[src/rtl/hier_icache_flush_sequencer.sv]
// Sequences one icache maintenance command: L2 banks first, then selected L1 cores, then a done pulse.
// Optional per-phase ack watchdog is built only when ICACHE_SEQ_TIMEOUT_EN is defined.
module hier_icache_flush_sequencer #(
  parameter int unsigned NB_CORES       = 9,
  parameter int unsigned NB_CACHE_BANKS = 4,
  parameter int unsigned TIMEOUT_CYCLES = 1024
) (
  input  logic                      clk_i,
  input  logic                      rst_ni,
  input  logic                      cmd_valid_i,
  output logic                      cmd_ready_o,
  input  logic                      cmd_sel_i,
  input  logic [31:0]               cmd_addr_i,
  input  logic [NB_CORES-1:0]       cmd_core_mask_i,
  input  logic [NB_CACHE_BANKS-1:0] cmd_bank_mask_i,
  output logic [NB_CACHE_BANKS-1:0] L2_flush_req_o,
  output logic [NB_CACHE_BANKS-1:0] L2_sel_flush_req_o,
  input  logic [NB_CACHE_BANKS-1:0] L2_flush_ack_i,
  output logic [NB_CORES-1:0]       L1_flush_req_o,
  output logic [NB_CORES-1:0]       L1_sel_flush_req_o,
  input  logic [NB_CORES-1:0]       L1_flush_ack_i,
  output logic [31:0]               sel_flush_addr_o,
  output logic                      busy_o,
  output logic                      done_o,
  output logic                      error_o
);

  typedef enum logic [1:0] {StIdle, StL2, StL1, StDone} state_e;

  state_e                    r_state;
  logic                      r_sel;
  logic [31:0]               r_addr;
  logic [NB_CORES-1:0]       r_core_mask;
  logic [NB_CACHE_BANKS-1:0] r_l2_full;
  logic [NB_CACHE_BANKS-1:0] r_l2_sel;
  logic [NB_CORES-1:0]       r_l1_full;
  logic [NB_CORES-1:0]       r_l1_sel;
  logic                      r_done;

  logic [NB_CACHE_BANKS-1:0] w_l2_left;
  logic [NB_CORES-1:0]       w_l1_left;

  // Pending bits are the request registers; an ack only clears a bit that is requested.
  assign w_l2_left = (r_l2_full | r_l2_sel) & ~L2_flush_ack_i;
  assign w_l1_left = (r_l1_full | r_l1_sel) & ~L1_flush_ack_i;

`ifdef ICACHE_SEQ_TIMEOUT_EN
  localparam int unsigned CntW = (TIMEOUT_CYCLES > 1) ? $clog2(TIMEOUT_CYCLES) : 1;
  logic [CntW-1:0] r_cnt;
  logic            r_error;
  logic            w_expired;

  assign w_expired = (r_cnt == CntW'(TIMEOUT_CYCLES - 1));
  assign error_o   = r_error;
`else
  // Watchdog not built; the parameter only matters for the timeout build.
  assign error_o = (TIMEOUT_CYCLES == 0) ? 1'b0 : 1'b0;
`endif

  always_ff @(posedge clk_i or negedge rst_ni) begin
    if (!rst_ni) begin
      r_state     <= StIdle;
      r_sel       <= 1'b0;
      r_addr      <= '0;
      r_core_mask <= '0;
      r_l2_full   <= '0;
      r_l2_sel    <= '0;
      r_l1_full   <= '0;
      r_l1_sel    <= '0;
      r_done      <= 1'b0;
`ifdef ICACHE_SEQ_TIMEOUT_EN
      r_cnt       <= '0;
      r_error     <= 1'b0;
`endif
    end else begin
      r_done <= 1'b0;
`ifdef ICACHE_SEQ_TIMEOUT_EN
      r_cnt  <= r_cnt + CntW'(1);
`endif
      unique case (r_state)
        StIdle: begin
`ifdef ICACHE_SEQ_TIMEOUT_EN
          r_cnt <= '0;
`endif
          if (cmd_valid_i) begin
            r_sel       <= cmd_sel_i;
            r_addr      <= cmd_addr_i;
            r_core_mask <= cmd_core_mask_i;
`ifdef ICACHE_SEQ_TIMEOUT_EN
            r_error     <= 1'b0;
`endif
            if (|cmd_bank_mask_i) begin
              r_l2_full <= cmd_sel_i ? '0 : cmd_bank_mask_i;
              r_l2_sel  <= cmd_sel_i ? cmd_bank_mask_i : '0;
              r_state   <= StL2;
            end else if (|cmd_core_mask_i) begin
              r_l1_full <= cmd_sel_i ? '0 : cmd_core_mask_i;
              r_l1_sel  <= cmd_sel_i ? cmd_core_mask_i : '0;
              r_state   <= StL1;
            end else begin
              r_done  <= 1'b1;
              r_state <= StDone;
            end
          end
        end
        StL2: begin
          r_l2_full <= r_l2_full & w_l2_left;
          r_l2_sel  <= r_l2_sel & w_l2_left;
          if (w_l2_left == '0) begin
`ifdef ICACHE_SEQ_TIMEOUT_EN
            r_cnt <= '0;
`endif
            if (|r_core_mask) begin
              r_l1_full <= r_sel ? '0 : r_core_mask;
              r_l1_sel  <= r_sel ? r_core_mask : '0;
              r_state   <= StL1;
            end else begin
              r_done  <= 1'b1;
              r_state <= StDone;
            end
          end
`ifdef ICACHE_SEQ_TIMEOUT_EN
          // A stuck bank abandons the whole command; L1 must not refill from unflushed L2.
          else if (w_expired) begin
            r_l2_full <= '0;
            r_l2_sel  <= '0;
            r_error   <= 1'b1;
            r_done    <= 1'b1;
            r_state   <= StDone;
          end
`endif
        end
        StL1: begin
          r_l1_full <= r_l1_full & w_l1_left;
          r_l1_sel  <= r_l1_sel & w_l1_left;
          if (w_l1_left == '0) begin
            r_done  <= 1'b1;
            r_state <= StDone;
          end
`ifdef ICACHE_SEQ_TIMEOUT_EN
          else if (w_expired) begin
            r_l1_full <= '0;
            r_l1_sel  <= '0;
            r_error   <= 1'b1;
            r_done    <= 1'b1;
            r_state   <= StDone;
          end
`endif
        end
        StDone: r_state <= StIdle;
        default: r_state <= StIdle;
      endcase
    end
  end

  assign cmd_ready_o        = (r_state == StIdle);
  assign busy_o             = (r_state != StIdle);
  assign done_o             = r_done;
  assign sel_flush_addr_o   = r_addr;
  assign L2_flush_req_o     = r_l2_full;
  assign L2_sel_flush_req_o = r_l2_sel;
  assign L1_flush_req_o     = r_l1_full;
  assign L1_sel_flush_req_o = r_l1_sel;

endmodule

[config.mk]
export PLATFORM = sky130hd
export DESIGN_NAME = hier_icache_flush_sequencer
export DESIGN_NICKNAME = d
export VERILOG_FILES = /design/src/rtl/hier_icache_flush_sequencer.sv
export SDC_FILE = /design/constraint.sdc
export NUM_CORES = 1
export LEC_CHECK = 0
export CAP_MARGIN = 20
export CORE_ASPECT_RATIO = 0.9
export CORE_MARGIN = 3
export CORE_UTILIZATION = 40
export CTS_CLUSTER_SIZE = 10
export DETAILED_ROUTE_END_ITERATION = 8
export PLACE_DENSITY_LB_ADDON = 0.1
export SYNTH_ARGS = -nofsm -noshare
export SYNTH_HDL_FRONTEND = slang
export SYNTH_SLANG_ARGS = --single-unit
export TNS_END_PERCENT = 20
[constraint.sdc]
create_clock -name clk_i -period 4.3 [get_ports clk_i]
set_input_delay 0.86 -clock clk_i [delete_from_list [all_inputs] [get_ports clk_i]]
set_output_delay 0.86 -clock clk_i [all_outputs]
set_load 0.005 [all_outputs]
==> reports/results.tsv <==
metric	value	unit
dr_wl_met3	776	microns
startpoint	cmd_bank_mask_i[0]	
max_cap_violations	0	
cts_buffer_depth	2	
clk_pin_slew_worst_paths	70	ps
layout_common_cells	clkdlybuf4s50_1, dfrtp_1, mux2_2	
finalWirelength	8570	microns
final_common_cell	clkdlybuf4s50_1	
numCtsBuffers	9	
final-seq-area	1780	sq um
grt_pass1_wl	14000	microns
critPathRequiredTime	4520	ps
status	complete, no violations	
clock.fmax	0.357	GHz
die_w	103	microns
slew_headroom	41.5	%
syn-cell-area	3360	sq um
final-setup-viol-count	0	
syn_avg_cell_area	12.7	sq um
fin_tns_setup	0	ps
track_usage	18.9	%
die_h	93.0	microns
start_kind	input pin	
min_delay_path_depth	1	
cts-resized-gates	0	
std_cell_rows	31	
slew_viol_final	0	
r2r_start	r_state[0]$_DFFE_PN0P_	
vdd_drop_max	0.331	mV
hpwlAfterDp	6260	microns
met1_length	3610	microns
ff2ff_path_depth	5	
cts_tree	yes	
cp.arrival	3020	ps
postCtsSetupBuffers	0	
synthDistinctLibCells	31	
dr.pass1.iters	4	
worst-slew-pin-transition	877	ps
diodes	0	
min_from	sel_flush_addr_o[31]$_DFFE_PN0P_	
drt_iter0_drc	130	
power_frac_clock	16.0	%
wl_met2	4070	microns
r2r_setup_slack	2000	ps
final_period_minus_worst_setup_slack	2800	ps
hold_ws	505	ps
drive_gt1_share	21.1	%
io_buffers	122	
gp_congestion	0.765	
gr-total-overflow	0	
core_area	8110	sq um
fin_crit_sh	65.1	%
min_path_type	reg -> reg	
grt_pass1_vias	2707	
rsz0062_at_grt	no	
cp-end-kind	flip-flop	
crit_family	buffers and inverters	
slowest_delay	500	ps
root_buffer	clkbuf_8	
power.density	706	nW/um^2
switching_share	32.9	%
ys_ff_latch	71	
multi_input_area	1510	sq um
p_total	3.45	mW
p_leak	2.08	nW
r2r_end	L1_sel_flush_req_o[3]$_DFFE_PN0P_	
vias	2685	
ys_warn_count	0	
grt_max_degree	72	
crit_chain	clkdlybuf4s50_1, nor4_4, nand2_2, a2111oi_4, buf_4, mux2_2	
wl_per_cell	17.4	microns
holdPathEnd	sel_flush_addr_o[31]$_DFFE_PN0P_	
hold_viol_final	0	
slowest_stage	nor4_4	
htreeDepth	3	
combPwrFrac	49.7	%
fin_skew	9.22	ps
path_buf_inv	2	
io_pins	124	
synth_nets	330	
start_util	41.5	%
path_max_fanout	18	
vias_per_cell	5.46	
fin_nets	454	
antenna_found_initial	0	
switchingPower	1.14	mW
clk_latency	340	ps
post-route-drc-count	0	
topRoutingLayerUsed	met4	
p_int	2.31	mW
dieArea	9550	sq um
ys_seq_area_share	52.8	%
cts.sink_count	71	
postCtsHoldBufs	0	
p_seq_share	34.3	%
synthCells	264	
detail-route-antenna-nets	0	
path_class	in -> reg	
num-fill-cells	687	
syn2layout_area_growth	45.1	%
## worst register-to-register path, cell delays in order (launching register included)
cell and delay, ps:
dfrtp_1 370, inv_1 80, ha_1 770, nor2_1 380
a22o_1 330, mux2_2 260
## Yosys cell counts
| library cell | count | area share, % |
|---|---|---|
| a2111oi_4 | 1 | 0.82 |
| a21oi_1 | 1 | 0.15 |
| a22o_1 | 40 | 10 |
| a22o_2 | 2 | 0.60 |
| and2_1 | 1 | 0.19 |
| buf_4 | 1 | 0.22 |
| buf_6 | 1 | 0.33 |
| clkbuf_1 | 9 | 1.0 |
| clkinv_1 | 1 | 0.11 |
| conb_1 | 1 | 0.11 |
| dfrtp_1 | 71 | 53 |
| ha_1 | 4 | 1.5 |
| inv_1 | 6 | 0.67 |
| mux2_2 | 59 | 20 |
| mux2i_1 | 3 | 0.89 |
| nand2_1 | 4 | 0.45 |
| nand2_2 | 1 | 0.19 |
| nand2b_1 | 1 | 0.19 |
| nand3_1 | 4 | 0.60 |
| nor2_1 | 21 | 2.3 |
| nor2b_1 | 2 | 0.37 |
| nor3_1 | 1 | 0.15 |
| nor4_1 | 5 | 0.93 |
| nor4_4 | 1 | 0.63 |
| nor4b_1 | 1 | 0.26 |
| o2111ai_1 | 2 | 0.52 |
| o21ai_0 | 7 | 1.0 |
| o21bai_1 | 7 | 1.6 |
| o22ai_1 | 4 | 0.74 |
| o2bb2ai_1 | 1 | 0.26 |
| o31ai_1 | 1 | 0.22 |
## kinds of logic after synthesis
kind of cell    after synthesis  share of synthesized area, %
mux                          62                          20.6
buf+inv                      18                          2.34
compound gates               66                          16.3
fa+ha+maj                     4                          1.49
simple gates                 42                          6.29
flops                        71                          52.8
other cells                   1                         0.111
## state kept, by name, summed over array words and instances, names as in the netlist
signal,cells
L2_sel_flush_req_o,4
r_sel,1
L1_flush_req_o,9
r_core_mask,9
L1_sel_flush_req_o,9
sel_flush_addr_o,32
r_state,2
L2_flush_req_o,4
done_o,1
## layout make-up
class	count	share of cell area, %
Sequential cell	71	36.4
Multi-Input combinational cell	175	31.0
Timing Repair Buffer	124	25.3
Clock buffer	13	3.46
Tap cell	99	2.54
Clock inverter	3	0.820
Inverter	7	0.538
## worst max-delay path by stage
| stage | to | slack (ps) | cells after the start |
|---|---|---|---|
| after floorplan | L1_flush_req_o[8]$_DFFE_PN0P_ | 1670 | 5 |
| after global placement | L1_sel_flush_req_o[4]$_DFFE_PN0P_ | 1230 | 6 |
| after detailed placement | L1_sel_flush_req_o[1]$_DFFE_PN0P_ | 1160 | 6 |
| after CTS | L1_flush_req_o[7]$_DFFE_PN0P_ | 1520 | 6 |
| after global routing | L1_sel_flush_req_o[3]$_DFFE_PN0P_ | 1400 | 6 |
| final | L1_flush_req_o[0]$_DFFE_PN0P_ | 1500 | 6 |
## power groups by stage
| stage | combinational [mW] | sequential (mW) | clock, mW |
|---|---|---|---|
| 2_1_floorplan | 0.933 | 1.18 | 0 |
| 3_3_place_gp | 1.70 | 1.18 | 0 |
| 3_5_place_dp | 1.72 | 1.19 | 0 |
| 4_1_cts | 1.73 | 1.18 | 0.567 |
| 5_1_grt | 1.86 | 1.23 | 0.601 |
| 6_report | 1.71 | 1.18 | 0.551 |
## routing by layer
metal	vias up	global-route usage, %
met4	0	4.81
met5	-	0
met3	10	8.20
met2	111	29.1
met1	1317	24.5
li1	1247	-
## per-stage QoR
step / std cells / cell area (sq um) / worst slack, ps / utilization [%]
finish: 492 / 4880 / 1500 / 60.2
global route: 492 / 4880 / 1400 / 60.2
CTS: 492 / 4880 / 1520 / 60.2
detailed placement: 476 / 4670 / 1160 / 57.6
global placement: 476 / 4670 / 1230 / 57.6
floorplan: 264 / 3360 / 1670 / -
Note: power is estimated with default switching activity, not from simulation.
